### src/rtl/nes_gamepad_reader_if.sv
// Host-side handshake bundle for nes_gamepad_reader.
//   poll    : start request from the host (master -> reader)
//   buttons : active-high button vector, [0]=A .. [7]=Right (reader -> master)
//   valid   : one-cycle pulse marking a completed read (reader -> master)
//   busy    : a read is in progress (reader -> master)
interface nes_gamepad_reader_if;
  logic       poll;
  logic [7:0] buttons;
  logic       valid;
  logic       busy;

  modport master (output poll, input buttons, input valid, input busy);
  modport slave  (input poll, output buttons, output valid, output busy);
endinterface

### src/rtl/nes_gamepad_reader.sv
// NES gamepad reader: initiator of the controller's serial protocol.
// Pulses the latch line, then clocks out the 8 button bits (A first) with
// seven nes_clk pulses, and publishes the frame as an active-high vector
// together with a one-cycle valid strobe.
//
// Ports:
//   clk       system clock, all logic on posedge
//   rst_n     asynchronous active-low reset
//   nes_data  controller serial data, active-low, asynchronous to clk
//   nes_latch controller latch (active-high)
//   nes_clk   controller shift clock, idles low
//   host      nes_gamepad_reader_if.slave: poll in; buttons, valid, busy out
//
// Parameters:
//   LATCH_CYCLES        latch high time in clk cycles (1..65535)
//   HALF_PERIOD_CYCLES  nes_clk low / high phase length in clk cycles (4..65535)
//
// Build option: define NES_DEBOUNCE_EN to publish a frame only when it
// matches the previous raw frame (valid still pulses on every read).
module nes_gamepad_reader #(
  parameter int LATCH_CYCLES       = 300,
  parameter int HALF_PERIOD_CYCLES = 150
) (
  input  logic                   clk,
  input  logic                   rst_n,
  input  logic                   nes_data,
  output logic                   nes_latch,
  output logic                   nes_clk,
  nes_gamepad_reader_if.slave    host
);

  localparam logic [15:0] LATCH_M1 = 16'(LATCH_CYCLES - 1);
  localparam logic [15:0] HALF_M1  = 16'(HALF_PERIOD_CYCLES - 1);

  typedef enum logic [2:0] {
    IDLE  = 3'd0,
    LATCH = 3'd1,
    LOW   = 3'd2,
    HIGH  = 3'd3,
    DONE  = 3'd4
  } state_t;

  state_t      state, state_next;
  logic [15:0] cnt, cnt_next;
  logic [2:0]  idx, idx_next;
  logic [7:0]  shreg, shreg_next;
  logic        data_meta_p0, data_sync_p1;
  logic [7:0]  buttons_q;
  logic        valid_q;
  logic        busy_q;
`ifdef NES_DEBOUNCE_EN
  logic [7:0]  prev_frame;
`endif

  // Two-flop synchronizer; idles at 1 (released) out of reset.
  always_ff @(posedge clk or negedge rst_n) begin
    if (!rst_n) begin
      data_meta_p0 <= 1'b1;
      data_sync_p1 <= 1'b1;
    end else begin
      data_meta_p0 <= nes_data;
      data_sync_p1 <= data_meta_p0;
    end
  end

  always_ff @(posedge clk or negedge rst_n) begin
    if (!rst_n) begin
      state <= IDLE;
      cnt   <= 16'd0;
      idx   <= 3'd0;
    end else begin
      state <= state_next;
      cnt   <= cnt_next;
      idx   <= idx_next;
    end
  end

  // Each timed state loads cnt with N-1 on entry and leaves when it hits 0,
  // so it lasts exactly N cycles.
  always_comb begin
    state_next = state;
    cnt_next   = cnt;
    idx_next   = idx;
    shreg_next = shreg;
    unique case (state)
      IDLE: begin
        if (host.poll) begin
          state_next = LATCH;
          cnt_next   = LATCH_M1;
        end
      end
      LATCH: begin
        if (cnt == 16'd0) begin
          state_next = LOW;
          cnt_next   = HALF_M1;
          idx_next   = 3'd0;
        end else begin
          cnt_next = cnt - 16'd1;
        end
      end
      LOW: begin
        if (cnt == 16'd0) begin
          // Sample at the very end of the low phase, when the bit driven
          // after the previous rise has had the longest time to settle.
          shreg_next[idx] = ~data_sync_p1;
          cnt_next        = HALF_M1;
          state_next      = (idx == 3'd7) ? DONE : HIGH;
        end else begin
          cnt_next = cnt - 16'd1;
        end
      end
      HIGH: begin
        if (cnt == 16'd0) begin
          state_next = LOW;
          cnt_next   = HALF_M1;
          idx_next   = idx + 3'd1;
        end else begin
          cnt_next = cnt - 16'd1;
        end
      end
      DONE: begin
        state_next = IDLE;
      end
      default: begin
        state_next = IDLE;
      end
    endcase
  end

  // Shift register holds no state across reads that matters before it is
  // fully rewritten, so it carries no reset.
  always_ff @(posedge clk) begin
    shreg <= shreg_next;
  end

  // Outputs are registered from the next state so the pins are glitch-free
  // and line up with the state they describe.
  always_ff @(posedge clk or negedge rst_n) begin
    if (!rst_n) begin
      nes_latch <= 1'b0;
      nes_clk   <= 1'b0;
      valid_q   <= 1'b0;
      busy_q    <= 1'b0;
      buttons_q <= 8'h00;
`ifdef NES_DEBOUNCE_EN
      prev_frame <= 8'h00;
`endif
    end else begin
      nes_latch <= (state_next == LATCH);
      nes_clk   <= (state_next == HIGH);
      valid_q   <= (state_next == DONE);
      busy_q    <= (state_next == LATCH) || (state_next == LOW) ||
                   (state_next == HIGH);
      if (state_next == DONE) begin
`ifdef NES_DEBOUNCE_EN
        if (shreg_next == prev_frame) begin
          buttons_q <= shreg_next;
        end
        prev_frame <= shreg_next;
`else
        buttons_q <= shreg_next;
`endif
      end
    end
  end

  assign host.buttons = buttons_q;
  assign host.valid   = valid_q;
  assign host.busy    = busy_q;

endmodule

### src/flat_wrapper.sv
// flat-port wrapper written by rule: the top's interface ports become plain ports
module nes_gamepad_reader_flat 
#(
  parameter int LATCH_CYCLES       = 300,
  parameter int HALF_PERIOD_CYCLES = 150
)
  (clk, rst_n, nes_data, nes_latch, nes_clk, host_poll, host_buttons, host_valid, host_busy);
  nes_gamepad_reader_if host_i ();
  input  logic clk;
  input  logic rst_n;
  input  logic nes_data;
  output logic nes_latch;
  output logic nes_clk;
  input wire logic [$bits(host_i.poll)-1:0] host_poll;
  output wire logic [$bits(host_i.buttons)-1:0] host_buttons;
  output wire logic [$bits(host_i.valid)-1:0] host_valid;
  output wire logic [$bits(host_i.busy)-1:0] host_busy;
  assign host_i.poll = host_poll;
  assign host_buttons = host_i.buttons;
  assign host_valid = host_i.valid;
  assign host_busy = host_i.busy;
  nes_gamepad_reader #(.LATCH_CYCLES(LATCH_CYCLES), .HALF_PERIOD_CYCLES(HALF_PERIOD_CYCLES)) u_core (.clk(clk), .rst_n(rst_n), .nes_data(nes_data), .nes_latch(nes_latch), .nes_clk(nes_clk), .host(host_i));
endmodule
### config.mk
export PLATFORM = sky130hd
export DESIGN_NAME = nes_gamepad_reader_flat
export DESIGN_NICKNAME = d
export VERILOG_FILES = /design/src/rtl/nes_gamepad_reader_if.sv /design/src/rtl/nes_gamepad_reader.sv /design/src/flat_wrapper.sv
export SDC_FILE = /design/constraint.sdc
export NUM_CORES = 1
export LEC_CHECK = 0
export ABC_AREA = 1
export ABC_CLOCK_PERIOD_IN_PS = 1600
export BUFFER_PORTS_ARGS = -buffer_cell sky130_fd_sc_hd__buf_2
export CAP_MARGIN = 30
export CORE_MARGIN = 1
export CORE_UTILIZATION = 53
export DETAILED_ROUTE_END_ITERATION = 8
export GPL_ROUTABILITY_DRIVEN = 1
export PLACE_DENSITY_LB_ADDON = 0.08
export SKIP_LAST_GASP = 1
export SYNTH_ARGS = -nofsm -noshare
export SYNTH_HDL_FRONTEND = slang
export SYNTH_SLANG_ARGS = --single-unit
### constraint.sdc
create_clock -name clk -period 1.6 [get_ports clk]
set_input_delay 0 -clock clk [delete_from_list [all_inputs] [get_ports clk]]
set_output_delay 0 -clock clk [all_outputs]
set_load 0.005 [all_outputs]
==> results of run 1 <==
==> kinds of logic after synthesis <==
logic type / count (synthesis) / synth area share [%]
AND/OR/NAND/NOR: 151 / 31.5
buffers and inverters: 45 / 7.83
AO/OA/AOI/OAI: 34 / 8.39
XOR/XNOR: 6 / 2.38
flip-flops: 44 / 48.2
adder cells (fa/ha/maj): 3 / 1.70
==> final timing paths <==
kind / cells past startpoint / slack, ps / endpoint
worst max-delay path: 9 / 40 / u_core.host.buttons[3]
worst min-delay path: 4 / 200 / u_core.cnt[2]
worst max register to register: 9 / 40 / u_core.host.buttons[3]
worst min register to register: 0 / 360 / u_core.data_sync_p1
max in group asynchronous: 3 / 990 / u_core.data_meta_p0
min in group asynchronous: 3 / 260 / u_core.cnt[11]
==> area by class of cell <==
| type | count | area [µm²] | area share [%] |
|---|---|---|---|
| inverters | 43 | 166 | 6.17 |
| clock buffers | 8 | 90.1 | 3.34 |
| flip-flops and latches | 44 | 1060 | 39.5 |
| well taps | 50 | 62.6 | 2.32 |
| multi-input cells | 195 | 1020 | 37.8 |
| repair buffers | 42 | 295 | 10.9 |
==> metrics by stage <==
step | area (µm²) | util [%] | total power [mW] | TNS (ps) | std cells
after floorplan | 2210 | - | 1.14 | 0 | 283
after global placement | 2490 | 62.2 | 1.16 | 0 | 365
after detailed placement | 2490 | 62.2 | 1.16 | -48.8 | 365
after CTS | 2620 | 65.4 | 1.88 | -12.6 | 377
after global routing | 2700 | 67.4 | 1.93 | -238 | 382
final | 2700 | 67.4 | 1.85 | 0 | 382
==> cell usage after synthesis (all sizes together) <==
cell,count,share of area (%)
a21oi,8,1.8
and2,7,2.0
buf,1,0.23
clkbuf,1,0.17
dfrtp,34,39
dfstp,2,2.4
dfxtp,8,7.3
ha,3,1.7
inv,43,7.4
nand2,75,13
nand3,23,5.4
nand3b,1,0.34
nand4,6,1.7
nor2,36,7.4
nor3,3,1.2
o21ai,19,4.3
o21bai,4,1.4
o22ai,2,0.57
o31ai,1,0.34
xnor2,1,0.40
xor2,5,2.0
==> what timing repair did <==
item | in CTS | in global routing
setup endpoints to repair | 16 | 34
hold buffers | 2 | 0
hold endpoints to repair | 35 | 0
buffers inserted | 1 | 5
pin swaps | 0 | 6
gates cloned | 1 | 0
resized for setup | 2 | 16
==> registers in the layout (all words and copies together) (netlist names) <==
register / cells
u_core.cnt: 16
u_core.data_meta_p0: 1
u_core.data_sync_p1: 1
u_core.host.busy: 1
u_core.host.buttons: 8
u_core.host.valid: 1
u_core.idx: 3
u_core.nes_clk: 1
u_core.nes_latch: 1
u_core.shreg: 8
u_core.state: 3
==> layer usage <==
layer,wire [µm],GRT usage [%],vias up
met2,2320,42.5,23
li1,-,-,990
met4,65,7.98,0
met1,2080,29.4,900
met3,131,5.65,6
met5,0,0,-
==> power by group <==
part	internal [mW]	total [mW]	switching, mW	leakage [nW]
Clock	0.352	0.705	0.353	0.0455
Combinational	0.00736	0.0255	0.0181	0.801
Sequential	1.11	1.12	0.00337	0.483
==> cell usage in the layout (no fill, tap or decap), drive strengths merged <==
cell type    instances
nand3b               1
xnor2                1
nor2                36
o21ai               19
ha                   3
nand3               23
buf                 40
inv                 43
and2                 7
nand2               76
nor3                 3
dfstp                2
o21bai               4
clkbuf               8
o31ai                1
nand4                6
dfrtp               34
dfxtp                8
a21oi                8
dlygate4sd3          2
xor2                 5
o22ai                2
==> critical path, stage by stage (launching register included) <==
cell	delay [ps]
dfrtp_1	440
nor2_4	160
nand2_2	80
nor2_4	190
nand2_4	100
nor3_4	160
buf_12	150
inv_4	50
nand2_1	60
nand2_1	50
==> reports/results.ini, run 1 <==
[worst_setup_path]
rr_startpoint=u_core.cnt[6]
cp_data_required_time_ps=1790
critical_path_class=reg -> reg
crit_path_end_kind=register
worstSetupStartpoint=u_core.cnt[6]
crit_fanout=10
crit_arrival_ps=1740
start_kind=register

[timing]
tightest_slew_ps=446
hold_viol=0
slew_headroom_pct=70.3
worst_hold_slack_ps=199
setup_violations=0
period_share_pct=97.3
final_max_slew_viol_count=0
setup_ws_ps=42.8
max_freq_mhz=642
finalCriticalPeriod_ps=1560
clock-skew-final_ps=8.56
grt_setup_unrepaired=true

[cts]
clockBufferDepth=2
root_buffer=clkbuf_8
numCtsBuffers=5
cts_tree=built
path_clk_slew_ps=80
htreeDepth=2
cts.sinks=44
worst_skew_pair.late_latency_ps=300

[route]
viasPerCell=5.02
antenna_left=0
drt_first_pass_iters=4
wl_per_cell_um=12.1
num_vias=1919
drt-total-wl_um=4600
drt_drc_violations_left=0
drtIter0Drc=105

[floorplanning]
initial_core_util_pct=55.1
coreArea_um2=4000
die_h_um=66.5
die_area_um2=4420
fp.dieW_um=66.5
num_rows=23
io_pins=16

[power]
p_per_area_nw_per_um2=685
vdd_drop_max_uv=431
power_leakage_nw=1.33

[status]
status=finished, final reports clean

[grt]
grt_max_degree=37
antenna_found_initial=0
first_global_vias=1885
grt.total_usage_pct=24.4
grt_pass1_wl_um=7980
globalRouteOverflowTotal=0

[place]
hpwlAfterDp_um=3340
place_ws_ps=-25.2
numPortBuffers=15
routabilityCongestion=0.770

[hold_path]
hp-class=in -> reg
min_from=host_poll

[logic_synthesis]
syn_inst=283
synth_nets=290
syn-mean-instance-area_um2=7.79
syn-cell-area_um2=2210
ys_seq_area_share_pct=48.2
synth-seq-cells=44
ys.warnings.count=0
synthDistinctLibCells=29

[finish]
nFillCells=376
drive_above_1_share_pct=22.9
nNetsFinal=338
area_growth_syn_to_layout_pct=22.3
n_antenna_cell=0

[job]
maxCapViolCount=0

No activity file was read; power rests on OpenSTA's default activity.
==> run 2, diff against run 1 <==
--- a/config.mk
+++ b/config.mk
@@ -5,12 +5,11 @@
 export SDC_FILE = /design/constraint.sdc
 export NUM_CORES = 1
 export LEC_CHECK = 0
-export ABC_AREA = 1
 export ABC_CLOCK_PERIOD_IN_PS = 1600
 export BUFFER_PORTS_ARGS = -buffer_cell sky130_fd_sc_hd__buf_2
 export CAP_MARGIN = 30
 export CORE_MARGIN = 1
-export CORE_UTILIZATION = 53
+export CORE_UTILIZATION = 54
 export DETAILED_ROUTE_END_ITERATION = 8
 export GPL_ROUTABILITY_DRIVEN = 1
 export PLACE_DENSITY_LB_ADDON = 0.08
==> reports/results.ini, run 2 <==
[logic_synthesis]
synth-seq-cells=44  ; unchanged
synth.largest_area_cell=dfrtp_1
synth.most_common_cell=dfrtp_1
syn-cell-area_um2=2300  ; +4.1%
synth_flop_cell=dfrtp_1
async_reset_ff_share_pct=81.8  ; unchanged
yosys-top-cells-area=dfrtp_1 (37%), dfxtp_1 (7.0%), mux2_2 (4.4%)
yosysTopAreaCellShare_pct=37.1  ; -1.5 points
synthDistinctLibCells=46  ; +59%
syn-mean-instance-area_um2=9.98  ; +28%
synth_common_cells=dfrtp_1 (34), nor2_1 (16), o21ai_0 (16)
ys.warnings.count=0  ; unchanged
synth_nets=237  ; -18%
syn_inst=230  ; -19%
ys_seq_area_share_pct=46.3  ; -1.9 points
synth_edf_count=0  ; unchanged

[worst_setup_path]
crit_path_end=u_core.shreg[3]
crit_arrival_ps=2170  ; +430 ps
slowest_delay_ps=440  ; about the same
cp_data_required_time_ps=1770  ; -20 ps
crit_slowest_cell=dfrtp_1
regToRegSetupSlack_ps=-390  ; -440 ps
crit_fanout=5  ; -5
worstSetupStartpoint=u_core.cnt[1]
rr_startpoint=u_core.cnt[1]
crit_path_end_kind=register
path_cells=inv_2 > ha_4 > nor3b_4 > nand4_1 > buf_4 > buf_16 > o41ai_2
critical_path_class=reg -> reg
start_kind=register
reg2reg_depth=7  ; -2
reg2reg_to=u_core.shreg[3]

[cts]
cts_tree=built
worst_skew_pair.late_latency_ps=300  ; about the same
clockBufferDepth=2  ; unchanged
numCtsBuffers=5  ; unchanged
root_buffer=clkbuf_8
path_clk_slew_ps=90  ; about the same
cts.sinks=44  ; unchanged
htreeDepth=2  ; unchanged

[route]
drt_first_pass_iters=5  ; +1
viasPerCell=6.91  ; +37%
wl_per_cell_um=22.2  ; +85%
drt-total-wl_um=7900  ; +72%
antenna_left=0  ; unchanged
drtIter0Drc=269  ; +160%
num_vias=2452  ; +28%
drt_drc_violations_left=0  ; unchanged

[timing]
setup_ws_ps=-395  ; -437 ps
clock-skew-final_ps=10.5  ; +1.93 ps
hold_viol=0  ; unchanged
slew_headroom_pct=45.4  ; -25 points
max_freq_mhz=501  ; -22%
tns_ps=-11610  ; -11610 ps
worst_hold_slack_ps=69.1  ; -130 ps
setup_violations=42  ; +42
finalCriticalPeriod_ps=1990  ; +437 ps
grt_setup_unrepaired=true
period_share_pct=125  ; +27 points
tightest_slew_ps=819  ; +373 ps
final_max_slew_viol_count=0  ; unchanged

[place]
dpl_cell_area_um2=2760  ; +11%
numPortBuffers=15  ; unchanged
hpwlAfterDp_um=4070  ; +22%
dp_cells=329  ; -9.9%
place_ws_ps=-369  ; -344 ps
routabilityCongestion=0.892  ; +16%

[floorplanning]
num_rows=23  ; unchanged
io_pins=16  ; unchanged
die_area_um2=4520  ; +2.1%
die_h_um=67.2  ; +1.0%
initial_core_util_pct=57.0  ; +1.8 points
coreArea_um2=4030  ; +0.72%
fp.dieW_um=67.2  ; +1.0%

[power]
p_switching_mw=0.424  ; +13%
p_int_mw=1.74  ; +18%
p_per_area_nw_per_um2=633  ; -7.6%
total_power_mw=2.17  ; +17%
power_leakage_nw=1.52  ; +14%
pwr-share-comb_pct=1.2  ; -0.2 points
seqPwrFrac_pct=51.7  ; -8.7 points
vdd_drop_max_uv=734  ; +70%
swShare_pct=19.6  ; -0.72 points
power_frac_clock_pct=47.1  ; +8.9 points

[finish]
fin_cells=355  ; -7.1%
nNetsFinal=311  ; -8.0%
final_util_pct=85.0  ; +18 points
final_common_cell=buf_4
top_register=u_core.cnt
fin_area_um2=3430  ; +27%
drive_above_1_share_pct=47.2  ; +24 points
n_antenna_cell=0  ; unchanged
final_cell_mix=buf_4 (53), dfrtp_1 (34), nor2_1 (15), buf_2 (15), o21ai_0 (14)
area_growth_syn_to_layout_pct=49.2
largest_register_ffs=16  ; unchanged

[grt]
grt.total_usage_pct=34.7  ; +10 points
first_global_vias=2313  ; +23%
antenna_found_initial=0  ; unchanged
grt_max_degree=37  ; unchanged
globalRouteOverflowTotal=0  ; unchanged
grt_pass1_wl_um=11400  ; +43%

[status]
violations=setup timing
status=finished with violations

[hold_path]
min_from=host_poll
hp-class=in -> reg

[job]
maxCapViolCount=0  ; unchanged

## run 2: changes by cell type in the layout (fill, tap and decap cells not counted), moves of 7 or more
| cell | before | now |
|---|---|---|
| mux2_2 | 0 | 8 |
| nor2_1 | 25 | 15 |
| nor2_2 | 7 | 0 |
| mux2i_1 | 0 | 7 |
| nand3_1 | 22 | 4 |
| nand2_1 | 70 | 11 |
| buf_6 | 0 | 7 |
| inv_1 | 36 | 10 |
| and2_1 | 7 | 0 |
| buf_4 | 24 | 53 |
## run 2: routing by layer
metal | global-route usage, % | share of wire [%] | wire (µm)
met5 | 0 | 0 | 0
met1 | 43.5 | 39 | 3060
met3 | 6.93 | 9.2 | 728
met2 | 55.6 | 48 | 3770
met4 | 19.1 | 4.2 | 330
## run 2: how the worst min path moves through the flow
stage,to,depth (start not counted)
2_1_floorplan,u_core.cnt[0],0
3_3_place_gp,u_core.data_meta_p0,1
3_5_place_dp,u_core.data_meta_p0,1
4_1_cts,u_core.nes_latch,3
5_1_grt,u_core.nes_latch,3
6_report,u_core.nes_latch,3
## run 2: power groups by stage
stage | Sequential (mW) | Clock, mW | Combinational, mW
after floorplan | 1.14 | 0 | 0.00377
after global placement | 1.14 | 0 | 0.0222
after detailed placement | 1.14 | 0 | 0.0231
after CTS | 1.12 | 1.02 | 0.0267
after global routing | 1.12 | 1.07 | 0.0302
final | 1.12 | 1.02 | 0.0254
## run 2: cell type report
| type | instances | area [µm²] |
|---|---|---|
| Sequential cell | 44 | 1060 |
| Inverter | 12 | 45.0 |
| Timing Repair Buffer | 80 | 634 |
| Clock buffer | 6 | 72.6 |
| Tap cell | 50 | 62.6 |
| Fill cell | 206 | 603 |
| Multi-Input combinational cell | 161 | 1490 |
| Clock inverter | 2 | 60.1 |
## run 2: kinds of logic after synthesis
family / synth area share, %
AO/OA/AOI/OAI: 21.1
buffers and inverters: 4.63
multiplexers: 7.47
adder cells (fa/ha/maj): 1.64
flip-flops: 46.3
AND/OR/NAND/NOR: 18.8
## run 2: timing repair
item	in CTS	in global routing
setup endpoints to repair	40	42
hold endpoints to repair	35	0
buffers inserted	11	4
gates resized for setup	53	23
pin swaps	20	6
hold buffers	2	0
gates cloned	3	0
## run 2: worst max-delay path, delay by kind of cell, from the launching register on
family	cells	cell delay [ps]
adders and majority gates	1	130
AOI/OAI and AO/OA	1	440
and+or+nand+nor	2	370
DFF	1	440
buffers and inverters	3	490
